`config.mk`:
```
export PLATFORM = sky130hd
export DESIGN_NAME = chase_controller_flat
export DESIGN_NICKNAME = d
export VERILOG_FILES = /design/src/rtl/chase_controller_if.sv /design/src/rtl/chase_controller.sv /design/src/flat_wrapper.sv
export SDC_FILE = /design/constraint.sdc
export NUM_CORES = 1
export LEC_CHECK = 0
export CAP_MARGIN = 10
export CORE_MARGIN = 2
export CORE_UTILIZATION = 55
export CTS_CLUSTER_DIAMETER = 30
export DETAILED_ROUTE_END_ITERATION = 7
export GPL_ROUTABILITY_DRIVEN = 0
export PLACE_DENSITY = 0.78
export SETUP_SLACK_MARGIN = 0.15
export SKIP_LAST_GASP = 1
export SYNTH_ARGS = -nofsm -noshare
export SYNTH_HDL_FRONTEND = slang
export SYNTH_SLANG_ARGS = --single-unit
```
`constraint.sdc`:
```
create_clock -name clk_65mhz -period 4.5 [get_ports clk_65mhz]
set_input_delay 0.9 -clock clk_65mhz [delete_from_list [all_inputs] [get_ports clk_65mhz]]
set_output_delay 0.9 -clock clk_65mhz [all_outputs]
set_load 0.01 [all_outputs]
```
`src/rtl/chase_controller_if.sv`:
```
// Bundle between the UI/tracker side and the chase controller.
//   vsync       video vsync (frame tick source)
//   track, move UI enables; the controller is active only while both are high
//   blob_valid  tracker found the goal blob in the last frame
//   cur_pos_x   blob centre x (unsigned, 9 bit)
//   cur_rad     blob radius (unsigned, 7 bit)
//   goal_rad    target radius latched by the UI (unsigned, 7 bit)
//   speed1/2    signed left/right wheel speeds (9 bit)
//   ctrl_state  controller state encoding (debug)
//   lost        high while searching for a lost blob
// master = UI/tracker side, slave = controller side.
interface chase_controller_if;
   logic              vsync;
   logic              track;
   logic              move;
   logic              blob_valid;
   logic [8:0]        cur_pos_x;
   logic [6:0]        cur_rad;
   logic [6:0]        goal_rad;
   logic signed [8:0] speed1;
   logic signed [8:0] speed2;
   logic [2:0]        ctrl_state;
   logic              lost;

   modport master (
      output vsync, track, move, blob_valid, cur_pos_x, cur_rad, goal_rad,
      input  speed1, speed2, ctrl_state, lost
   );

   modport slave (
      input  vsync, track, move, blob_valid, cur_pos_x, cur_rad, goal_rad,
      output speed1, speed2, ctrl_state, lost
   );
endinterface

```
`src/rtl/chase_controller.sv`:
```
// Closed-loop motor scheduler for the chase bot. Once per video frame it
// sequences align/approach/hold/backoff/search from the tracked blob and drives
// slew-limited signed wheel speeds.
//   clk_65mhz  system clock
//   reset_n    asynchronous active-low reset
//   bus        chase_controller_if.slave (UI/tracker inputs, speed/state outputs)
// Pipeline: tick edge updates state and samples inputs, next edge registers the
// raw speeds, the edge after that applies the slew limit to the outputs.
module chase_controller #(
   parameter int unsigned CENTER_X     = 160,
   parameter int unsigned DEADBAND     = 8,
   parameter int unsigned TURN_SHIFT   = 1,
   parameter int unsigned FWD_SHIFT    = 2,
   parameter int unsigned RAD_TOL      = 3,
   parameter int unsigned MAX_SPEED    = 100,
   parameter int unsigned SEARCH_SPEED = 30,
   parameter int unsigned BACK_SPEED   = 40,
   parameter int unsigned SLEW         = 16,
   parameter int unsigned LOST_FRAMES  = 8
) (
   input  logic               clk_65mhz,
   input  logic               reset_n,
   chase_controller_if.slave  bus
);

   localparam logic [2:0] StIdle     = 3'd0;
   localparam logic [2:0] StAlign    = 3'd1;
   localparam logic [2:0] StApproach = 3'd2;
   localparam logic [2:0] StHold     = 3'd3;
   localparam logic [2:0] StBackoff  = 3'd4;
   localparam logic [2:0] StSearch   = 3'd5;

   localparam int unsigned MissW = $clog2(LOST_FRAMES + 1);

   localparam logic signed [7:0]  RadTolS = 8'(RAD_TOL);
   localparam logic signed [10:0] MaxS    = 11'(MAX_SPEED);
   localparam logic signed [10:0] SlewS   = 11'(SLEW);
   localparam logic signed [8:0]  SearchS = 9'(SEARCH_SPEED);
   localparam logic signed [8:0]  BackS   = 9'(BACK_SPEED);

   function automatic logic signed [8:0] sat(input logic signed [10:0] v);
      logic signed [10:0] r;
      r = v;
      if (v > MaxS) r = MaxS;
      else if (v < -MaxS) r = -MaxS;
      return r[8:0];
   endfunction

   function automatic logic signed [8:0] slew(input logic signed [8:0] old,
                                              input logic signed [8:0] raw);
      logic signed [10:0] diff;
      diff = {{2{raw[8]}}, raw} - {{2{old[8]}}, old};
      if (diff > SlewS) diff = SlewS;
      else if (diff < -SlewS) diff = -SlewS;
      return old + diff[8:0];
   endfunction

   function automatic logic [2:0] rad_pick(input logic signed [7:0] rerr);
      if (rerr > RadTolS) return StApproach;
      if (rerr < -RadTolS) return StBackoff;
      return StHold;
   endfunction

   // Frame tick from synchronised vsync
   logic vs_meta_q, vs_sync_q, vs_prev_q;
   logic tick;
   assign tick = vs_sync_q & ~vs_prev_q;

   logic enable;
   assign enable = bus.track & bus.move;

   logic [2:0]        state_q, state_d;
   logic [MissW-1:0]  miss_q, miss_d;
   logic              adv;
   logic              v1_q, v2_q;
   logic [8:0]        x_q;
   logic [6:0]        cur_q, goal_q;
   logic signed [8:0] raw1_q, raw2_q, raw1_d, raw2_d;
   logic signed [8:0] speed1_q, speed2_q;

   // Live error terms for the transition decision at the tick
   logic signed [9:0] err_now;
   logic [9:0]        abs_now;
   logic signed [7:0] rad_now;
   assign err_now = $signed({1'b0, bus.cur_pos_x}) - $signed(10'(CENTER_X));
   assign abs_now = err_now[9] ? 10'(-err_now) : 10'(err_now);
   assign rad_now = $signed({1'b0, bus.goal_rad}) - $signed({1'b0, bus.cur_rad});

   always_comb begin
      state_d = state_q;
      miss_d  = miss_q;
      adv     = 1'b0;
      if (!enable) begin
         state_d = StIdle;
         miss_d  = '0;
      end else if (tick) begin
         if (!bus.blob_valid) begin
            if (miss_q != MissW'(LOST_FRAMES)) miss_d = miss_q + MissW'(1);
            // Coasting frames hold everything; once lost, keep slewing toward search
            if (miss_d == MissW'(LOST_FRAMES)) begin
               state_d = StSearch;
               adv     = 1'b1;
            end
         end else begin
            miss_d = '0;
            adv    = 1'b1;
            case (state_q)
               StIdle, StSearch: state_d = StAlign;
               StAlign: begin
                  if (abs_now <= 10'(DEADBAND)) state_d = rad_pick(rad_now);
               end
               StApproach, StHold, StBackoff: begin
                  if (abs_now > 10'(2 * DEADBAND)) state_d = StAlign;
                  else state_d = rad_pick(rad_now);
               end
               default: state_d = StIdle;
            endcase
         end
      end
   end

   // Raw speed from the sampled frame inputs and the freshly updated state
   logic signed [9:0]  err_s, turn10;
   logic signed [10:0] turn, fwd;
   logic signed [7:0]  rad_s;
   always_comb begin
      err_s  = $signed({1'b0, x_q}) - $signed(10'(CENTER_X));
      turn10 = err_s >>> TURN_SHIFT;
      turn   = {turn10[9], turn10};
      rad_s  = $signed({1'b0, goal_q}) - $signed({1'b0, cur_q});
      fwd    = {{3{rad_s[7]}}, rad_s} <<< FWD_SHIFT;
      if (fwd < 11'sd0) fwd = 11'sd0;
      else if (fwd > MaxS) fwd = MaxS;
      raw1_d = '0;
      raw2_d = '0;
      case (state_q)
         StAlign: begin
            raw1_d = sat(turn);
            raw2_d = sat(-turn);
         end
         StApproach: begin
            raw1_d = sat(fwd + turn);
            raw2_d = sat(fwd - turn);
         end
         StBackoff: begin
            raw1_d = -BackS;
            raw2_d = -BackS;
         end
         StSearch: begin
            raw1_d = SearchS;
            raw2_d = -SearchS;
         end
         default: begin
            raw1_d = '0;
            raw2_d = '0;
         end
      endcase
   end

   always_ff @(posedge clk_65mhz or negedge reset_n) begin
      if (!reset_n) begin
         vs_meta_q <= 1'b0;
         vs_sync_q <= 1'b0;
         vs_prev_q <= 1'b0;
         state_q   <= StIdle;
         miss_q    <= '0;
         v1_q      <= 1'b0;
         v2_q      <= 1'b0;
         x_q       <= '0;
         cur_q     <= '0;
         goal_q    <= '0;
         raw1_q    <= '0;
         raw2_q    <= '0;
         speed1_q  <= '0;
         speed2_q  <= '0;
      end else begin
         vs_meta_q <= bus.vsync;
         vs_sync_q <= vs_meta_q;
         vs_prev_q <= vs_sync_q;
         state_q   <= state_d;
         miss_q    <= miss_d;
         v1_q      <= adv;
         v2_q      <= enable & v1_q;
         if (adv) begin
            x_q    <= bus.cur_pos_x;
            cur_q  <= bus.cur_rad;
            goal_q <= bus.goal_rad;
         end
         if (v1_q) begin
            raw1_q <= raw1_d;
            raw2_q <= raw2_d;
         end
         // Disable bypasses the slew limiter
         if (!enable) begin
            speed1_q <= '0;
            speed2_q <= '0;
         end else if (v2_q) begin
            speed1_q <= slew(speed1_q, raw1_q);
            speed2_q <= slew(speed2_q, raw2_q);
         end
      end
   end

   assign bus.speed1     = speed1_q;
   assign bus.speed2     = speed2_q;
   assign bus.ctrl_state = state_q;
   assign bus.lost       = (state_q == StSearch);

endmodule

```
`src/flat_wrapper.sv`:
```
// flat-port wrapper written by rule: the top's interface ports become plain ports
module chase_controller_flat 
#(
   parameter int unsigned CENTER_X     = 160,
   parameter int unsigned DEADBAND     = 8,
   parameter int unsigned TURN_SHIFT   = 1,
   parameter int unsigned FWD_SHIFT    = 2,
   parameter int unsigned RAD_TOL      = 3,
   parameter int unsigned MAX_SPEED    = 100,
   parameter int unsigned SEARCH_SPEED = 30,
   parameter int unsigned BACK_SPEED   = 40,
   parameter int unsigned SLEW         = 16,
   parameter int unsigned LOST_FRAMES  = 8
)
  (clk_65mhz, reset_n, bus_vsync, bus_track, bus_move, bus_blob_valid, bus_cur_pos_x, bus_cur_rad, bus_goal_rad, bus_speed1, bus_speed2, bus_ctrl_state, bus_lost);
  chase_controller_if bus_i ();
  input  logic clk_65mhz;
  input  logic reset_n;
  input wire logic [$bits(bus_i.vsync)-1:0] bus_vsync;
  input wire logic [$bits(bus_i.track)-1:0] bus_track;
  input wire logic [$bits(bus_i.move)-1:0] bus_move;
  input wire logic [$bits(bus_i.blob_valid)-1:0] bus_blob_valid;
  input wire logic [$bits(bus_i.cur_pos_x)-1:0] bus_cur_pos_x;
  input wire logic [$bits(bus_i.cur_rad)-1:0] bus_cur_rad;
  input wire logic [$bits(bus_i.goal_rad)-1:0] bus_goal_rad;
  output wire logic [$bits(bus_i.speed1)-1:0] bus_speed1;
  output wire logic [$bits(bus_i.speed2)-1:0] bus_speed2;
  output wire logic [$bits(bus_i.ctrl_state)-1:0] bus_ctrl_state;
  output wire logic [$bits(bus_i.lost)-1:0] bus_lost;
  assign bus_i.vsync = bus_vsync;
  assign bus_i.track = bus_track;
  assign bus_i.move = bus_move;
  assign bus_i.blob_valid = bus_blob_valid;
  assign bus_i.cur_pos_x = bus_cur_pos_x;
  assign bus_i.cur_rad = bus_cur_rad;
  assign bus_i.goal_rad = bus_goal_rad;
  assign bus_speed1 = bus_i.speed1;
  assign bus_speed2 = bus_i.speed2;
  assign bus_ctrl_state = bus_i.ctrl_state;
  assign bus_lost = bus_i.lost;
  chase_controller #(.CENTER_X(CENTER_X), .DEADBAND(DEADBAND), .TURN_SHIFT(TURN_SHIFT), .FWD_SHIFT(FWD_SHIFT), .RAD_TOL(RAD_TOL), .MAX_SPEED(MAX_SPEED), .SEARCH_SPEED(SEARCH_SPEED), .BACK_SPEED(BACK_SPEED), .SLEW(SLEW), .LOST_FRAMES(LOST_FRAMES)) u_core (.clk_65mhz(clk_65mhz), .reset_n(reset_n), .bus(bus_i));
endmodule
```
==> flow_metrics.env <==
export IMPL_status="finished, violations left"
export IMPL_failed_checks="negative setup slack"
export IMPL_combPwrFrac=0.715
export IMPL_crit_type="reg -> reg"
export IMPL_grt_pass1_wl_mm=33.4
export IMPL_cp_arrival_ps=4960
export IMPL_yosysSeqAreaShare=0.229
export IMPL_top_level_ports=51
export IMPL_grt_antenna_before_repair=0
export IMPL_yosysTopAreaCell="dfrtp_1"
export IMPL_slowest_delay_ps=400
export IMPL_overflow=0
export IMPL_path_delay_family="compound AO/OA/AOI/OAI gates"
export IMPL_avgSynthCellArea_sq_um=7.77
export IMPL_clock_sinks=70
export IMPL_drv_slew=0
export IMPL_area_growth_pct=28.9
export IMPL_r2r_start="u_core.raw1_q[0]$_DFFE_PN0P_"
export IMPL_wirelength_met1_mm=9.06
export IMPL_setup_violations=6
export IMPL_powerDensity_nw_per_um2=543
export IMPL_fmaxAchievable_mhz=213
export IMPL_synth_ff_type="dfrtp_1"
export IMPL_cp_start_kind="flop"
export IMPL_cp_required_ps=4770
export IMPL_clockPowerShare=0.138
export IMPL_path_buf_inv=7
export IMPL_cts_tree="yes"
export IMPL_worst_pin_slew_ps=899
export IMPL_max_cap_violations=0
export IMPL_syn_area_sq_um=7660
export IMPL_chipHeight_um=122
export IMPL_holdBufCountCts=0
export IMPL_dieWidth_um=122
export IMPL_final_hold_viol_count=0
export IMPL_rr_worst_depth=28
export IMPL_viasPerCell=6.11
export IMPL_first_iter_violations=645
export IMPL_clk_latency_ps=350
export IMPL_async_flop_share=1.00
export IMPL_yosys_warnings=0
export IMPL_startpoint="u_core.raw1_q[0]$_DFFE_PN0P_"
export IMPL_clock_path_buffers=2
export IMPL_slowest_stage="fa_2"
export IMPL_final_core_util=0.720
export IMPL_hold_start="u_core.vs_meta_q$_DFF_PN0_"
export IMPL_met3_length_um=925
export IMPL_grtUsageTotal=0.276
export IMPL_fin_nets=1215
export IMPL_path_clk_slew_ps=60
export IMPL_leakage_nw=4.11
export IMPL_cts_root_buf="clkbuf_16"
export IMPL_dr_pass1_iters=5
export IMPL_synth_seq_cells=70
export IMPL_antenna_left=0
export IMPL_relSlewSlack=0.401
export IMPL_pwr_share_seq=0.147
export IMPL_ys_top_cells_by_count="nor2_1 (115), inv_1 (90), o21ai_0 (82)"
export IMPL_highest_layer="met4"
export IMPL_core_area_sq_um=13700
export IMPL_vias=7897
export IMPL_crit_path_max_fanout=3
export IMPL_dieArea_sq_um=14900
export IMPL_synthDistinctLibCells=85
export IMPL_setup_tns_ps=-446
export IMPL_period_needed_ps=4690
export IMPL_synthMostInstantiatedCell="nor2_1"
export IMPL_cts_buffers=9
export IMPL_initial_utilization=0.558
export IMPL_synthTopCellsByArea="dfrtp_1 (23%), ha_1 (12%), nor2_1 (5.6%), o21ai_0 (5.4%), a21oi_1 (4.9%)"
export IMPL_yosysTopAreaCellShare=0.229
export IMPL_peakVddDrop_uv=514
export IMPL_place_ws_ps=-43.3
export IMPL_hold_class="reg -> reg"
export IMPL_layout_setup_ws_ps=-189
export IMPL_p_sw_w=0.00259
export IMPL_grt_pass1_vias=7370
export IMPL_clock_skew_ps=11.8
export IMPL_io_buffers=50
export IMPL_cp_end_kind="flop"
export IMPL_drive_above_1_share=0.218
export IMPL_p_int_w=0.00277
export IMPL_cpMostUsedCell="buf_6"
export IMPL_synth_cells=986
export IMPL_hold_path_depth=0
export IMPL_drt_wl_total_mm=22.2
export IMPL_drc_errors=0
export IMPL_wl_met2_mm=11.5
export IMPL_hpwl_mm=14.7
export IMPL_fin_crit_sh=1.04
export IMPL_htreeDepth=3
export IMPL_wl_per_cell_um=17.2
export IMPL_worst_path_stages=28
export IMPL_diodes=0
export IMPL_switching_share=0.484
export IMPL_rsz0062_at_grt="yes"
export IMPL_hold_ws_ps=349
export IMPL_num_rows=43
export IMPL_grt_max_degree=71
export IMPL_synth_edff_count=0
## kinds of logic after synthesis
logic type,share of synthesized area
xor+xnor,0.0645
buf+inv,0.0652
flops,0.229
other cells,0.000981
compound gates,0.263
fa+ha+maj,0.135
mux,0.0304
simple gates,0.213
## stage by stage
stage / power (W) / instance area [sq um] / instances
2_1_floorplan: 0.00300 / 7720 / 990
4_1_cts: 0.00466 / 9180 / 1267
5_1_grt: 0.00570 / 9880 / 1293
6_report: 0.00536 / 9880 / 1293
3_5_place_dp: 0.00379 / 8600 / 1226
3_3_place_gp: 0.00374 / 8600 / 1226
## final timing paths
| kind | end | slack, ps |
|---|---|---|
| setup / recovery | u_core.bus.speed1[8]$_DFFE_PN0P_ | -190 |
| hold / removal | u_core.vs_sync_q$_DFF_PN0_ | 350 |
| setup reg to reg | u_core.bus.speed1[8]$_DFFE_PN0P_ | -190 |
| hold reg to reg | u_core.vs_sync_q$_DFF_PN0_ | 350 |
| max in group asynchronous | u_core.bus.speed1[1]$_DFFE_PN0P_ | 3180 |
| min in group asynchronous | u_core.miss_q[0]$_DFFE_PN0P_ | 670 |
## routing by layer
layer / up-vias / global-route usage
li1: 3784 / -
met1: 3773 / 0.322
met2: 263 / 0.509
met3: 77 / 0.0426
met4: 0 / 0.101
met5: - / 0
## power groups by stage
stage,registers (W),logic (W),clock network (W)
3_3_place_gp,0.000785,0.00295,0
4_1_cts,0.000779,0.00313,0.000748
5_1_grt,0.000793,0.00413,0.000781
6_report,0.000786,0.00383,0.000742
3_5_place_dp,0.000788,0.00300,0
2_1_floorplan,0.000752,0.00224,0
## state kept, by name, summed over array words and instances (netlist names), 3 cells and up
| name | cells |
|---|---|
| u_core.bus.ctrl_state | 3 |
| u_core.bus.speed1 | 9 |
| u_core.bus.speed2 | 9 |
| u_core.cur_q | 7 |
| u_core.goal_q | 7 |
| u_core.miss_q | 4 |
| u_core.raw1_q | 9 |
| u_core.raw2_q | 9 |
| u_core.x_q | 8 |
## area by class of cell
cell class / count / area [sq um]
clock inverters: 7 / 73.8
fillers: 1012 / 3840
flip-flops and latches: 70 / 1750
multi-input cells: 792 / 6000
well taps: 180 / 225
repair buffers: 142 / 1240
inverters: 93 / 352
clock buffers: 9 / 225
## layout by cell type, fill, tap and decap left out, types with 12 or more instances in the layout
cell type / Yosys / routed
nor2_1: 115 / 108
inv_1: 90 / 86
buf_4: 0 / 79
o21ai_0: 82 / 68
dfrtp_1: 70 / 68
ha_1: 72 / 60
nand2_1: 60 / 59
a21oi_1: 75 / 53
clkdlybuf4s50_1: 0 / 49
xnor2_1: 39 / 30
nand3_1: 26 / 24
a21oi_2: 1 / 21
nor3_1: 23 / 21
nor2b_1: 21 / 17
o21bai_1: 15 / 15
buf_6: 2 / 14
o21ai_1: 3 / 13
nand2b_1: 15 / 13
xor2_1: 13 / 12
a21o_1: 12 / 12
mux2i_1: 12 / 12
## repair_timing
action / 4_1_cts / 5_1_grt
resized for setup: 31 / 103
pin swaps: 32 / 62
setup endpoints to repair: 12 / 25
buffers inserted: 25 / 26
gates cloned: 0 / 0
(Power assumes the default switching activity.)
==> edit, RTL diff (config.mk and constraints unchanged) <==
`LOST_FRAMES` is set to 8 in 2 places; all go to 16.
--- a/src/rtl/chase_controller.sv
+++ b/src/rtl/chase_controller.sv
@@ -16,7 +16,7 @@
    parameter int unsigned SEARCH_SPEED = 30,
    parameter int unsigned BACK_SPEED   = 40,
    parameter int unsigned SLEW         = 16,
-   parameter int unsigned LOST_FRAMES  = 8
+   parameter int unsigned LOST_FRAMES  = 16
 ) (
    input  logic               clk_65mhz,
    input  logic               reset_n,
--- a/src/flat_wrapper.sv
+++ b/src/flat_wrapper.sv
@@ -10,7 +10,7 @@
    parameter int unsigned SEARCH_SPEED = 30,
    parameter int unsigned BACK_SPEED   = 40,
    parameter int unsigned SLEW         = 16,
-   parameter int unsigned LOST_FRAMES  = 8
+   parameter int unsigned LOST_FRAMES  = 16
 )
   (clk_65mhz, reset_n, bus_vsync, bus_track, bus_move, bus_blob_valid, bus_cur_pos_x, bus_cur_rad, bus_goal_rad, bus_speed1, bus_speed2, bus_ctrl_state, bus_lost);
   chase_controller_if bus_i ();
Behaviour: no difference found for any inputs over 4 cycles, from zero or initial values and one cycle with reset_n low; that may be too few to reach the edited logic, so the function may still have changed.
==> edit against the original RTL <==
The run still ends with setup timing left. Synthesized area decreased by 2.0%. Worst setup slack got worse by 77 ps. Wire length rose by 4.1%. Hold slack improved by 4.1 ps. Non-clock buffer count up 7. Power up 3.1%. Largest cell class unchanged. Count of clock-buffer cells in the layout is 2 higher. Sequential cell count up 1. Final area is 0.14% lower.
==> edit: results <==
set metrics [dict create \
    status "complete, but fails checks" \
    failed_checks "setup timing" \
    place_ws_ps -119.7 \
    synthCells 951 \
    drive_gt1_share_pct 24.70 \
    max_stage_delay_ps 400 \
    cts_buffers 9 \
    leakagePower_nw 4.191 \
    yosysWarningCount 0 \
    nFillCells 956 \
    drt_iter0_drc 666 \
    yosysSeqAreaShare_pct 23.66 \
    routed_wl_mm 23.14 \
    grt_usage_pct 29.52 \
    route.met2.wl_mm 11.25 \
    path_max_fanout 2 \
    grt_pass1_wl_mm 34.85 \
    yosys-top-cells-area "dfrtp_1 (24%), ha_1 (12%), a21oi_1 (5.3%)" \
    first_pass_iters 5 \
    hold_ws_ps 353.0 \
    synth_top_area_share_pct 23.66 \
    postPlaceCellArea_sq_um 8677 \
    clk_latency_ps 350 \
    cp.arrival_ps 5050 \
    vias 7853 \
    fin_ws_ps -265.8 \
    met1_length_mm 9.346 \
    wl_per_cell_microns 18.35 \
    synthArstFlopShare_pct 100.0 \
    ys_types 90 \
    grt_pass1_vias 7369 \
    fin_skew_ps 5.508 \
    max-slew-margin-rel_pct 36.87 \
    ir_drop_uv 358.3 \
    wl_met3_mm 1.431 \
    r2r_slack_ps -270 \
    setup_viol 18 \
    hp-class "reg2reg" \
    portBuffers 50 \
    antenna_cells 0 \
    tns_ps -2355 \
    ys.flop_type "dfrtp_1" \
    synth_common_cells "nor2_1 (104), inv_1 (92), a21oi_1 (80)" \
    nNetsFinal 1189 \
    grt_max_degree 72 \
    dpl.hpwl_mm 15.03 \
]
## edit: worst paths after layout
check,startpoint,endpoint,cells after the start
setup / recovery,u_core.raw1_q[0]$_DFFE_PN0P_,u_core.bus.speed1[8]$_DFFE_PN0P_,26
hold / removal,u_core.vs_meta_q$_DFF_PN0_,u_core.vs_sync_q$_DFF_PN0_,0
setup reg to reg,u_core.raw1_q[0]$_DFFE_PN0P_,u_core.bus.speed1[8]$_DFFE_PN0P_,26
hold reg to reg,u_core.vs_meta_q$_DFF_PN0_,u_core.vs_sync_q$_DFF_PN0_,0
max in group asynchronous,reset_n,u_core.bus.speed2[1]$_DFFE_PN0P_,1
min in group asynchronous,reset_n,u_core.bus.speed2[7]$_DFFE_PN0P_,1
## edit: final cells by class
class	count	area (sq um)	share of cell area, %
Multi-Input combinational cell	753	5884	59.67
Tap cell	176	220.2	2.233
Sequential cell	71	1779	18.04
Timing Repair Buffer	149	1279	12.97
Clock buffer	11	232.7	2.360
Clock inverter	5	106.4	1.078
Inverter	96	360.3	3.654
## edit: cell families (layout without fill, tap and decap cells)
kind of cell | after synthesis | in the layout | synth area share (%)
xor gates and xnor gates | 55 | 55 | 6.615
other | 2 | 6 | 0.1000
buffers and inverters | 131 | 261 | 6.665
muxes | 23 | 23 | 3.266
and+or+nand+nor | 308 | 308 | 19.86
AOI/OAI and AO/OA | 280 | 280 | 25.76
adders and majority gates | 81 | 81 | 14.06
DFF | 71 | 71 | 23.66
## edit: what timing repair did
item	in CTS	in global routing
pin swaps	49	55
hold buffers	0	0
resized for setup	48	69
setup buffers	17	25
endpoints found under the setup margin	23	28
## edit: where the power goes
group | internal (mW) | total (mW) | switching [mW] | leakage, nW
sequential | 0.704 | 0.777 | 0.0730 | 0.934
combinational | 1.74 | 3.91 | 2.17 | 3.10
clock | 0.544 | 0.837 | 0.294 | 0.160
total | 2.98 | 5.52 | 2.54 | 4.19
## edit: metal layers
metal | vias to the layer above | track usage (%)
met4 | 0 | 12.35
met1 | 3703 | 35.41
met3 | 107 | 6.604
met5 | - | 0
met2 | 380 | 50.74
li1 | 3663 | -
